`src/rtl/arith_pkg.sv`:
```
// Shared types and constants for the exp2 arithmetic set.
package arith_pkg;

  localparam int DIV_W     = 4;
  localparam int DIV_CNT_W = $clog2(DIV_W + 1);

  typedef enum logic [1:0] {
    IDLE = 2'd0,
    RUN  = 2'd1,
    DONE = 2'd2
  } div_state_t;

endpackage

```
`src/rtl/trial_subtractor5.sv`:
```
// Combinational trial subtraction of the divisor from the shifted partial remainder.
module trial_subtractor5
  import arith_pkg::*;
#(
  parameter int W = DIV_W
) (
  input  logic [W:0]   rem,
  input  logic [W-1:0] dvs,
  output logic [W:0]   diff,
  output logic         neg
);

  // Difference in W+1 bits; the top bit doubles as the borrow flag
  always_comb begin
    diff = rem - {1'b0, dvs};
    neg  = diff[W];
  end

endmodule

```
`src/rtl/restoring_divider4bit.sv`:
```
// Sequential unsigned restoring divider: one shift/trial-subtract step per clock,
// start/done handshake, results only updated when a division completes.
module restoring_divider4bit
  import arith_pkg::*;
#(
  parameter int N = DIV_W
) (
  input  logic         clk,
  input  logic         reset,
  input  logic         start,
  input  logic [N-1:0] dividend,
  input  logic [N-1:0] divisor,
  output logic [N-1:0] quotient,
  output logic [N-1:0] remainder,
  output logic         busy,
  output logic         done,
  output logic         div_by_zero
);

  localparam int CW = $clog2(N + 1);

  div_state_t   state_r;
  logic [N:0]   r_r;
  logic [N-1:0] q_r;
  logic [N-1:0] d_r;
  logic [CW-1:0] cnt_r;

  logic [N:0]   shift_s;
  logic [N:0]   diff_s;
  logic         neg_s;
  logic [N:0]   r_next_s;
  logic [N-1:0] q_next_s;
  logic         accept_s;
  logic         zero_emit_s;

  trial_subtractor5 #(.W(N)) u_trial (
    .rem  (shift_s),
    .dvs  (d_r),
    .diff (diff_s),
    .neg  (neg_s)
  );

  // Next partial remainder/quotient for one iteration; restore on borrow
  always_comb begin
    shift_s  = (r_r << 1) | {{N{1'b0}}, q_r[N-1]};
    q_next_s = {q_r[N-2:0], ~neg_s};
    if (neg_s) begin
      r_next_s = shift_s;
    end else begin
      r_next_s = diff_s;
    end
    accept_s    = start && ((state_r == IDLE) || (state_r == DONE));
    zero_emit_s = (state_r == DONE) && (d_r == {N{1'b0}});
  end

  // FSM, iteration registers and registered result outputs
  always_ff @(posedge clk or posedge reset) begin
    if (reset) begin
      state_r     <= IDLE;
      r_r         <= '0;
      q_r         <= '0;
      d_r         <= '0;
      cnt_r       <= '0;
      quotient    <= '0;
      remainder   <= '0;
      busy        <= 1'b0;
      done        <= 1'b0;
      div_by_zero <= 1'b0;
    end else begin
      done <= 1'b0;
      case (state_r)
        IDLE: begin
          state_r <= IDLE;
        end
        RUN: begin
          r_r   <= r_next_s;
          q_r   <= q_next_s;
          cnt_r <= cnt_r - CW'(1);
          if (cnt_r == CW'(1)) begin
            state_r     <= DONE;
            busy        <= 1'b0;
            done        <= 1'b1;
            quotient    <= q_next_s;
            remainder   <= r_next_s[N-1:0];
            div_by_zero <= 1'b0;
          end
        end
        DONE: begin
          // A zero divisor skips RUN; its result is published on the way out of DONE
          if (zero_emit_s) begin
            done        <= 1'b1;
            quotient    <= {N{1'b1}};
            remainder   <= q_r;
            div_by_zero <= 1'b1;
          end
          state_r <= IDLE;
        end
        default: begin
          state_r <= IDLE;
          busy    <= 1'b0;
        end
      endcase

      if (accept_s) begin
        r_r   <= '0;
        q_r   <= dividend;
        d_r   <= divisor;
        cnt_r <= CW'(N);
        if (!zero_emit_s) begin
          div_by_zero <= 1'b0;
        end
        if (divisor == {N{1'b0}}) begin
          state_r <= DONE;
        end else begin
          state_r <= RUN;
          busy    <= 1'b1;
        end
      end
    end
  end

endmodule
```
`config.mk`:
```
export PLATFORM = sky130hd
export DESIGN_NAME = restoring_divider4bit
export DESIGN_NICKNAME = d
export VERILOG_FILES = /design/src/rtl/arith_pkg.sv /design/src/rtl/trial_subtractor5.sv /design/src/rtl/restoring_divider4bit.sv
export SDC_FILE = /design/constraint.sdc
export NUM_CORES = 1
export LEC_CHECK = 0
export ABC_CLOCK_PERIOD_IN_PS = 5270
export BUFFER_PORTS_ARGS = -buffer_cell sky130_fd_sc_hd__buf_2
export CAP_MARGIN = 10
export CORE_UTILIZATION = 64
export CTS_BUF_LIST = sky130_fd_sc_hd__clkbuf_8
export CTS_CLUSTER_SIZE = 8
export DETAILED_ROUTE_END_ITERATION = 10
export PLACE_DENSITY = 0.87
export SLEW_MARGIN = 20
export SYNTH_ARGS = -nofsm -noshare
export SYNTH_HDL_FRONTEND = slang
export SYNTH_SLANG_ARGS = --single-unit
```
`constraint.sdc`:
```
create_clock -name clk -period 5.27 [get_ports clk]
set_clock_uncertainty 0.1 [all_clocks]
set_input_delay 0.2635 -clock clk [delete_from_list [all_inputs] [get_ports clk]]
set_output_delay 0.2635 -clock clk [all_outputs]
set_load 0.005 [all_outputs]
```
==> out/results.md, run 1 <==
| Quantity | Reported | Unit |
|:---|:---|:---|
| Largest voltage drop on the vdd net | 0.000569 | V |
| Mux cell area share after synthesis | 4.89 | % |
| Count of distinct cell types in the synthesized netlist | 42 | - |
| Min Hold Slack | -0.0654 | ns |
| Tightest Hold Check Type | input pin to async pin | - |
| Register bit count reported by yosys | 28 | - |
| Fraction of layout cells with a size suffix above 1 | 19.4 | % |
| Failing checks | negative hold slack | - |
| Synthesized-area fraction occupied by and/or/nand/nor cells | 13.8 | % |
| H-tree lvl count | 1 | - |
| Diode insertion count for antenna repair | 0 | - |
| Endpoint arrival time on the critical path | 2.59 | ns |
| Highest cell delay on the worst timing path | 0.45 | ns |
| Critical Path Start Type | flop | - |
| Busiest layer in global routing | met2 | - |
| Number of enable flip-flop cells after synthesis | 0 | - |
| Post-synthesis average cell area | 9.56 | sq um |
| Clock transition time at the flip-flop clock pins of the worst setup and hold paths | 0.10 | ns |
| Initial antenna violation count | 0 | - |
| Tightest slew margin relative to the limit | 50.4 | % |
| RSZ-0062 raised after global routing | no | - |
| Number of warnings issued by yosys | 0 | - |
| Via count of the first global-routing pass | 1,214 | - |
| Wire length of the first global-routing pass | 5580 | um |
| Cell row count | 18 | - |
| Reported max-cap violation count | 0 | - |
| Worst-path fanout max | 9 | - |
| Count of mapped cells out of synthesis | 174 | - |
| Post-Route WL | 3410 | um |
| Number of optimization iterations in the first detailed-route pass | 4 | - |
| Die area | 2810 | sq um |
| Quantity of gates resized following cts | 0 | - |
| Clock Latency Late Sink | 0.27 | ns |
| Top Ports | 22 | - |
| Area Overhead vs Synth | 9.55 | % |
| Detail Placement HPWL | 2500 | um |
| Fraction of registers with async set/reset | 100 | % |
| Sort of element at the end of the critical path | flop | - |
| Combinational family with the most area after synthesis | compound AO/OA/AOI/OAI gates | - |
| Placeable core region | 2480 | sq um |
| Final number of hold-violating endpoints | 28 | - |
| Via Count | 1,317 | - |
| Routed wire length per instance | 15.4 | um |
| Grt total ovfl | 0 | - |
| Via density per instance | 5.96 | - |
| Global router's overall resource usage | 27.9 | % |
| DR DRC count | 0 | - |
| M3 GR Usage | 5.17 | % |
| Routability congestion estimate | 0.859 | - |
| Cts hold-fix bufs | 0 | - |
| Critical-path cell list | inv_1 > ha_1 > fa_1 > nand2b_1 > o2bb2ai_4 > xnor2_4 > a2111oi_4 > o22ai_1 | - |
| Layout net count | 214 | - |
| Number of CTS-inserted buffers | 3 | - |
| Vert. Die Dim | 53.0 | um |
| Post CTS Setup Buffer Count | 0 | - |
| Net Count, Synth | 196 | - |
| Post-synthesis xor/xnor area fraction | 3.23 | % |
| Number of sinks on the clock net | 28 | - |
| Type of the setup path with the least slack | flop to flop | - |
| Worst-path cell with the longest stage delay | dfrtp_1 | - |
| Clock tree from TritonCTS | built | - |
| Cell chosen for the clock root | clkbuf_8 | - |
| Post-synth top flop | dfrtp_1 | - |
| GRT met2 Usage | 44.9 | % |
| 1st-iter DRT viols | 73 | - |
| Number of antenna-violating nets in the routed design | 0 | - |
| Sequential share of the synthesized area | 42.1 | % |
| Leakage power of the design | 0.844 | nW |
| Final Cycle Share | 48.4 | % |
| Number of slew-limit violations in the final report | 0 | - |
| Starting density of the core | 67.2 | % |
| Area of the mapped netlist | 1660 | sq um |
| Pin count of the biggest net entering global routing | 29 | - |
| Max Buffers Root-to-Sink | 2 | - |
| Area share of fa/ha/maj cells after synthesis | 8.72 | % |
| Crit path required time | 5.31 | ns |
| Max Freq | 392 | MHz |
| Die span in x | 53.0 | um |
| Transition time of the tightest slew-check pin | 0.745 | ns |
| Result of the run | finished with violations | - |
| Shortest clock period the worst path allows after layout | 2.55 | ns |
| Sum of negative setup slack | 0 | ns |
| Cell area power density | 756 | nW/um^2 |
| Global-route track usage on met1 | 36.3 | % |
| Compound-cell area share of the yosys netlist | 21.1 | % |
| Total of endpoints with negative setup slack in the final report | 0 | - |
| Count of buffers inserted at the top-level ports | 21 | - |
## critical path, delay by kind of cell (launching register included)
kind / cells / cell delay, ns
AND/OR/NAND/NOR: 1 / 0.20
flip-flops: 1 / 0.45
AO/OA/AOI/OAI: 3 / 0.73
buffers and inverters: 1 / 0.07
adder cells (fa/ha/maj): 2 / 0.64
XOR/XNOR: 1 / 0.22
## cells in the final DEF (no fill, tap or decap), types with 2 or more instances in the layout
master     n
o21ai_0   17
o21a_1     2
clkbuf_8   4
a21oi_1   13
and3_1     2
xnor2_1    2
nand3_1    4
dfrtp_1   28
buf_2     21
a211oi_1   2
inv_1     16
mux2i_1    7
nand2_1   23
ha_1      10
nor2_1    13
## synthesized netlist by cell type, drive strengths merged, types with 2 or more instances
| cell type | count | area, sq um |
|---|---|---|
| ha | 10 | 125 |
| o21a | 2 | 15.0 |
| and3 | 2 | 12.5 |
| nand3 | 4 | 20.0 |
| mux2i | 7 | 70.1 |
| dfrtp | 28 | 701 |
| xnor2 | 3 | 45.1 |
| o21ai | 18 | 90.1 |
| inv | 17 | 63.8 |
| nand2 | 23 | 86.3 |
| clkbuf | 3 | 11.3 |
| a211oi | 2 | 15.0 |
| a21oi | 14 | 73.8 |
| buf | 5 | 27.5 |
| nor2 | 14 | 60.1 |
## stage by stage
| stage | instance area, sq um | power (mW) | util, % | cells | setup WS (ns) |
|---|---|---|---|---|---|
| finish | 1820 | 1.38 | 73.6 | 221 | 2.72 |
| global route | 1820 | 1.49 | 73.6 | 221 | 2.54 |
| CTS | 1820 | 1.37 | 73.6 | 221 | 2.73 |
| detailed placement | 1770 | 1.23 | 71.4 | 217 | 2.77 |
| global placement | 1770 | 1.19 | 71.4 | 217 | 2.85 |
| floorplan | 1660 | 1.05 | - | 174 | 3.01 |
## where the power goes
group          internal, mW  switching [mW]  leakage [nW]
Combinational         0.361           0.476         0.474
Sequential            0.317          0.0896         0.342
Clock                0.0669          0.0669        0.0288
## routing by layer
metal,up-vias,share of wire [%]
li1,632,-
met1,618,42
met2,57,50
met3,10,6.2
met4,0,1.7
met5,-,0
## worst paths after layout
kind	startpoint	to	slack [ns]	cells past startpoint
setup / recovery	q_r[3]$_DFFE_PP0P_	remainder[3]$_DFFE_PP0P_	2.72	8
setup reg to reg	q_r[3]$_DFFE_PP0P_	remainder[3]$_DFFE_PP0P_	2.72	8
max in group asynchronous	reset	r_r[3]$_DFFE_PP0P_	4.75	2
hold / removal	reset	cnt_r[1]$_DFFE_PP0P_	-0.07	2
min in group clk	dividend[0]	q_r[0]$_DFFE_PP0P_	0.08	3
hold reg to reg	remainder[2]$_DFFE_PP0P_	remainder[2]$_DFFE_PP0P_	0.43	2
## logic make-up after synthesis
logic type	after synthesis
adder cells (fa/ha/maj)	11
AO/OA/AOI/OAI	49
buffers and inverters	25
XOR/XNOR	4
AND/OR/NAND/NOR	49
multiplexers	8
flip-flops	28
## layout make-up
class / instances / area, sq um
Multi-Input combinational cell: 121 / 861
Inverter: 17 / 63.8
Clock buffer: 4 / 55.1
Sequential cell: 28 / 701
Timing Repair Buffer: 21 / 105
Fill cell: 184 / 654
Tap cell: 30 / 37.5
## state kept, by name, summed over array words and instances (netlist names)
signal	count
busy	1
cnt_r	3
d_r	4
div_by_zero	1
done	1
q_r	4
quotient	4
r_r	4
remainder	4
state_r	2
No activity file was read; power rests on OpenSTA's default activity.
==> run 2: changes to the inputs <==
Settings changed: ABC_CLOCK_PERIOD_IN_PS 5270 to 2400, CORE_UTILIZATION 64 to 59, PLACE_DENSITY 0.87 to 0.81.
Clock period 5.27 ns to 2.4 ns, I/O delays scaled along.
==> out/results.md, run 2 (synthesis gave the netlist of run 1 again) <==
| Quantity | Reported | Unit | vs previous |
|:---|:---|:---|:---|
| Result of the run | finished, final reports clean | - | was finished with violations |
| Final Util | 79.4 | % | was 73.6% |
| Type of the setup path with the least slack | flop to flop | - | unchanged |
| Clock transition time at the flip-flop clock pins of the worst setup and hold paths | 0.10 | ns | about the same |
| M3 GR Usage | 4.92 | % | was 5.17% |
| Die span in x | 55.1 | um | was 53.0 um |
| Tightest Hold Check Type | input pin to flop | - | was input pin to async pin |
| Pin count of the biggest net entering global routing | 29 | - | unchanged |
| Busiest layer in global routing | met2 | - | unchanged |
| Routed wire length per instance | 15.0 | um | was 15.4 um |
| Vert. Die Dim | 55.1 | um | was 53.0 um |
| Clock tree from TritonCTS | built | - | unchanged |
| Leading cell type in the layout, fill and taps excluded | dfrtp_1 | - | unchanged |
| Starting density of the core | 64.8 | % | was 67.2% |
| Final number of hold-violating endpoints | 0 | - | was 28 |
| Max Freq | 430 | MHz | was 392 MHz |
| Wire length of the first global-routing pass | 5740 | um | was 5580 um |
| Cell chosen for the clock root | clkbuf_8 | - | unchanged |
| Via density per instance | 5.79 | - | was 5.96 |
| Placeable core region | 2570 | sq um | was 2480 sq um |
| Area Overhead vs Synth | 22.5 | % | was 9.55% |
| 1st-iter DRT viols | 50 | - | was 73 |
| Global-route track usage on met1 | 35.1 | % | was 36.3% |
| Leakage power of the design | 0.949 | nW | was 0.844 nW |
| Fill cell count | 170 | - | was 184 |
| Shortest clock period the worst path allows after layout | 2.32 | ns | was 2.55 ns |
| Worst-path fanout max | 7 | - | was 9 |
| Largest voltage drop on the vdd net | 0.00158 | V | was 0.000569 V |
| Global router's overall resource usage | 26.8 | % | was 27.9% |
| Worst path setup slack after routing | 0.0753 | ns | was 2.72 ns |
| Clock Latency Late Sink | 0.28 | ns | was 0.27 ns |
| Number of CTS-inserted buffers | 3 | - | unchanged |
| Cell area power density | 1660 | nW/um^2 | was 756 nW/um^2 |
| Die area | 3040 | sq um | was 2810 sq um |
| Fraction of layout cells with a size suffix above 1 | 22.3 | % | was 19.4% |
| Post-Route WL | 3620 | um | was 3410 um |
| Number of sinks on the clock net | 28 | - | unchanged |
| Post-place setup slack | 0.0117 | ns | was 2.77 ns |
| Max Buffers Root-to-Sink | 2 | - | unchanged |
| Detail Placement HPWL | 2480 | um | was 2500 um |
| Via Count | 1,395 | - | was 1,317 |
| Grt total ovfl | 0 | - | unchanged |
| Total Power | 3.37 | mW | was 1.38 mW |
| Reported max-cap violation count | 0 | - | unchanged |
| Via count of the first global-routing pass | 1,267 | - | was 1,214 |
| Sum of negative setup slack | 0 | ns | unchanged |
| Layout net count | 234 | - | was 214 |
| Transition time of the tightest slew-check pin | 0.621 | ns | was 0.745 ns |
| Total of endpoints with negative setup slack in the final report | 0 | - | unchanged |
| GRT met2 Usage | 45.2 | % | was 44.9% |
| H-tree lvl count | 1 | - | unchanged |
| Count of buffers inserted at the top-level ports | 21 | - | unchanged |
| Combined flip-flop and latch cell area | 701 | sq um | unchanged |
| DR DRC count | 0 | - | unchanged |
| Leading cell types in the layout, fill and taps excluded | 28 x dfrtp_1, 23 x nand2_1, 21 x buf_2 | - | unchanged |
| Initial antenna violation count | 0 | - | unchanged |
| Diode insertion count for antenna repair | 0 | - | unchanged |
| Area of combinational cells with multiple inputs | 895 | sq um | was 861 sq um |
| Tightest slew margin relative to the limit | 58.1 | % | was 50.4% |
| Sort of element at the end of the critical path | flop | - | unchanged |
| Routability congestion estimate | 0.858 | - | was 0.859 |
| Final Cycle Share | 96.9 | % | was 48.4% |
| Critical Path Start Type | flop | - | unchanged |
| Top Ports | 22 | - | unchanged |
| Crit path required time | 2.44 | ns | was 5.31 ns |
| Number of optimization iterations in the first detailed-route pass | 4 | - | unchanged |
| Number of slew-limit violations in the final report | 0 | - | unchanged |
| Cell row count | 18 | - | unchanged |
| Number of antenna-violating nets in the routed design | 0 | - | unchanged |
| Endpoint arrival time on the critical path | 2.37 | ns | was 2.59 ns |
[run 2: area by class of cell]
| type | instances | area share, % |
|---|---|---|
| clock buffer | 3 | 2.03 |
| clock inverter | 1 | 1.47 |
| inverter | 17 | 3.13 |
| multi-input combinational | 122 | 43.9 |
| sequential | 28 | 34.4 |
| tap | 30 | 1.84 |
| timing repair buffer | 40 | 13.3 |
[run 2: through the flow]
| stage | std cells | hold slack [ns] | cell area [sq um] |
|---|---|---|---|
| 3_3_place_gp | 225 | 0.0952 | 1830 |
| 5_1_grt | 241 | 0.136 | 2040 |
| 3_5_place_dp | 225 | 0.102 | 1830 |
| 2_1_floorplan | 174 | 0.0854 | 1660 |
| 4_1_cts | 238 | 0.106 | 1990 |
| 6_report | 241 | 0.140 | 2040 |
[run 2: repair_timing]
action,in CTS,in global routing
endpoints found under the setup margin,0,6
gates resized for setup,0,2
hold endpoints to repair,36,0
setup buffers,0,2
hold buffers,9,0
[run 2: critical path, stage by stage (launching register included)]
cell,delay [ns]
dfrtp_1,0.42
ha_1,0.22
fa_1,0.40
nand2b_1,0.19
o2bb2ai_4,0.21
xnor2_4,0.30
nor3b_4,0.25
o32ai_2,0.11
[run 2: metal layers]
layer	part of all wire, %	routed length (um)
met2	51	1850
met5	0	0
met3	4.7	169
met4	1.2	44
met1	43	1560
[run 2: report_power, final]
group | switching, mW | internal [mW] | leakage [nW]
clock | 0.150 | 0.223 | 0.0357
sequential | 0.185 | 0.696 | 0.342
combinational | 1.14 | 0.983 | 0.572
[run 2: worst paths after layout]
kind                                    startpoint                        to  slack, ns  cells after the start
setup / recovery                d_r[0]$_DFFE_PP0P_  remainder[2]$_DFFE_PP0P_       0.08                      7
hold / removal                               start      cnt_r[2]$_DFFE_PP0P_       0.14                      3
setup reg to reg                d_r[0]$_DFFE_PP0P_  remainder[2]$_DFFE_PP0P_       0.08                      7
hold reg to reg            quotient[0]$_DFFE_PP0P_   quotient[0]$_DFFE_PP0P_       0.43                      2
max in group asynchronous                    reset        q_r[3]$_DFFE_PP0P_       1.59                      4
min in group asynchronous                    reset      cnt_r[1]$_DFFE_PP0P_       0.34                      4
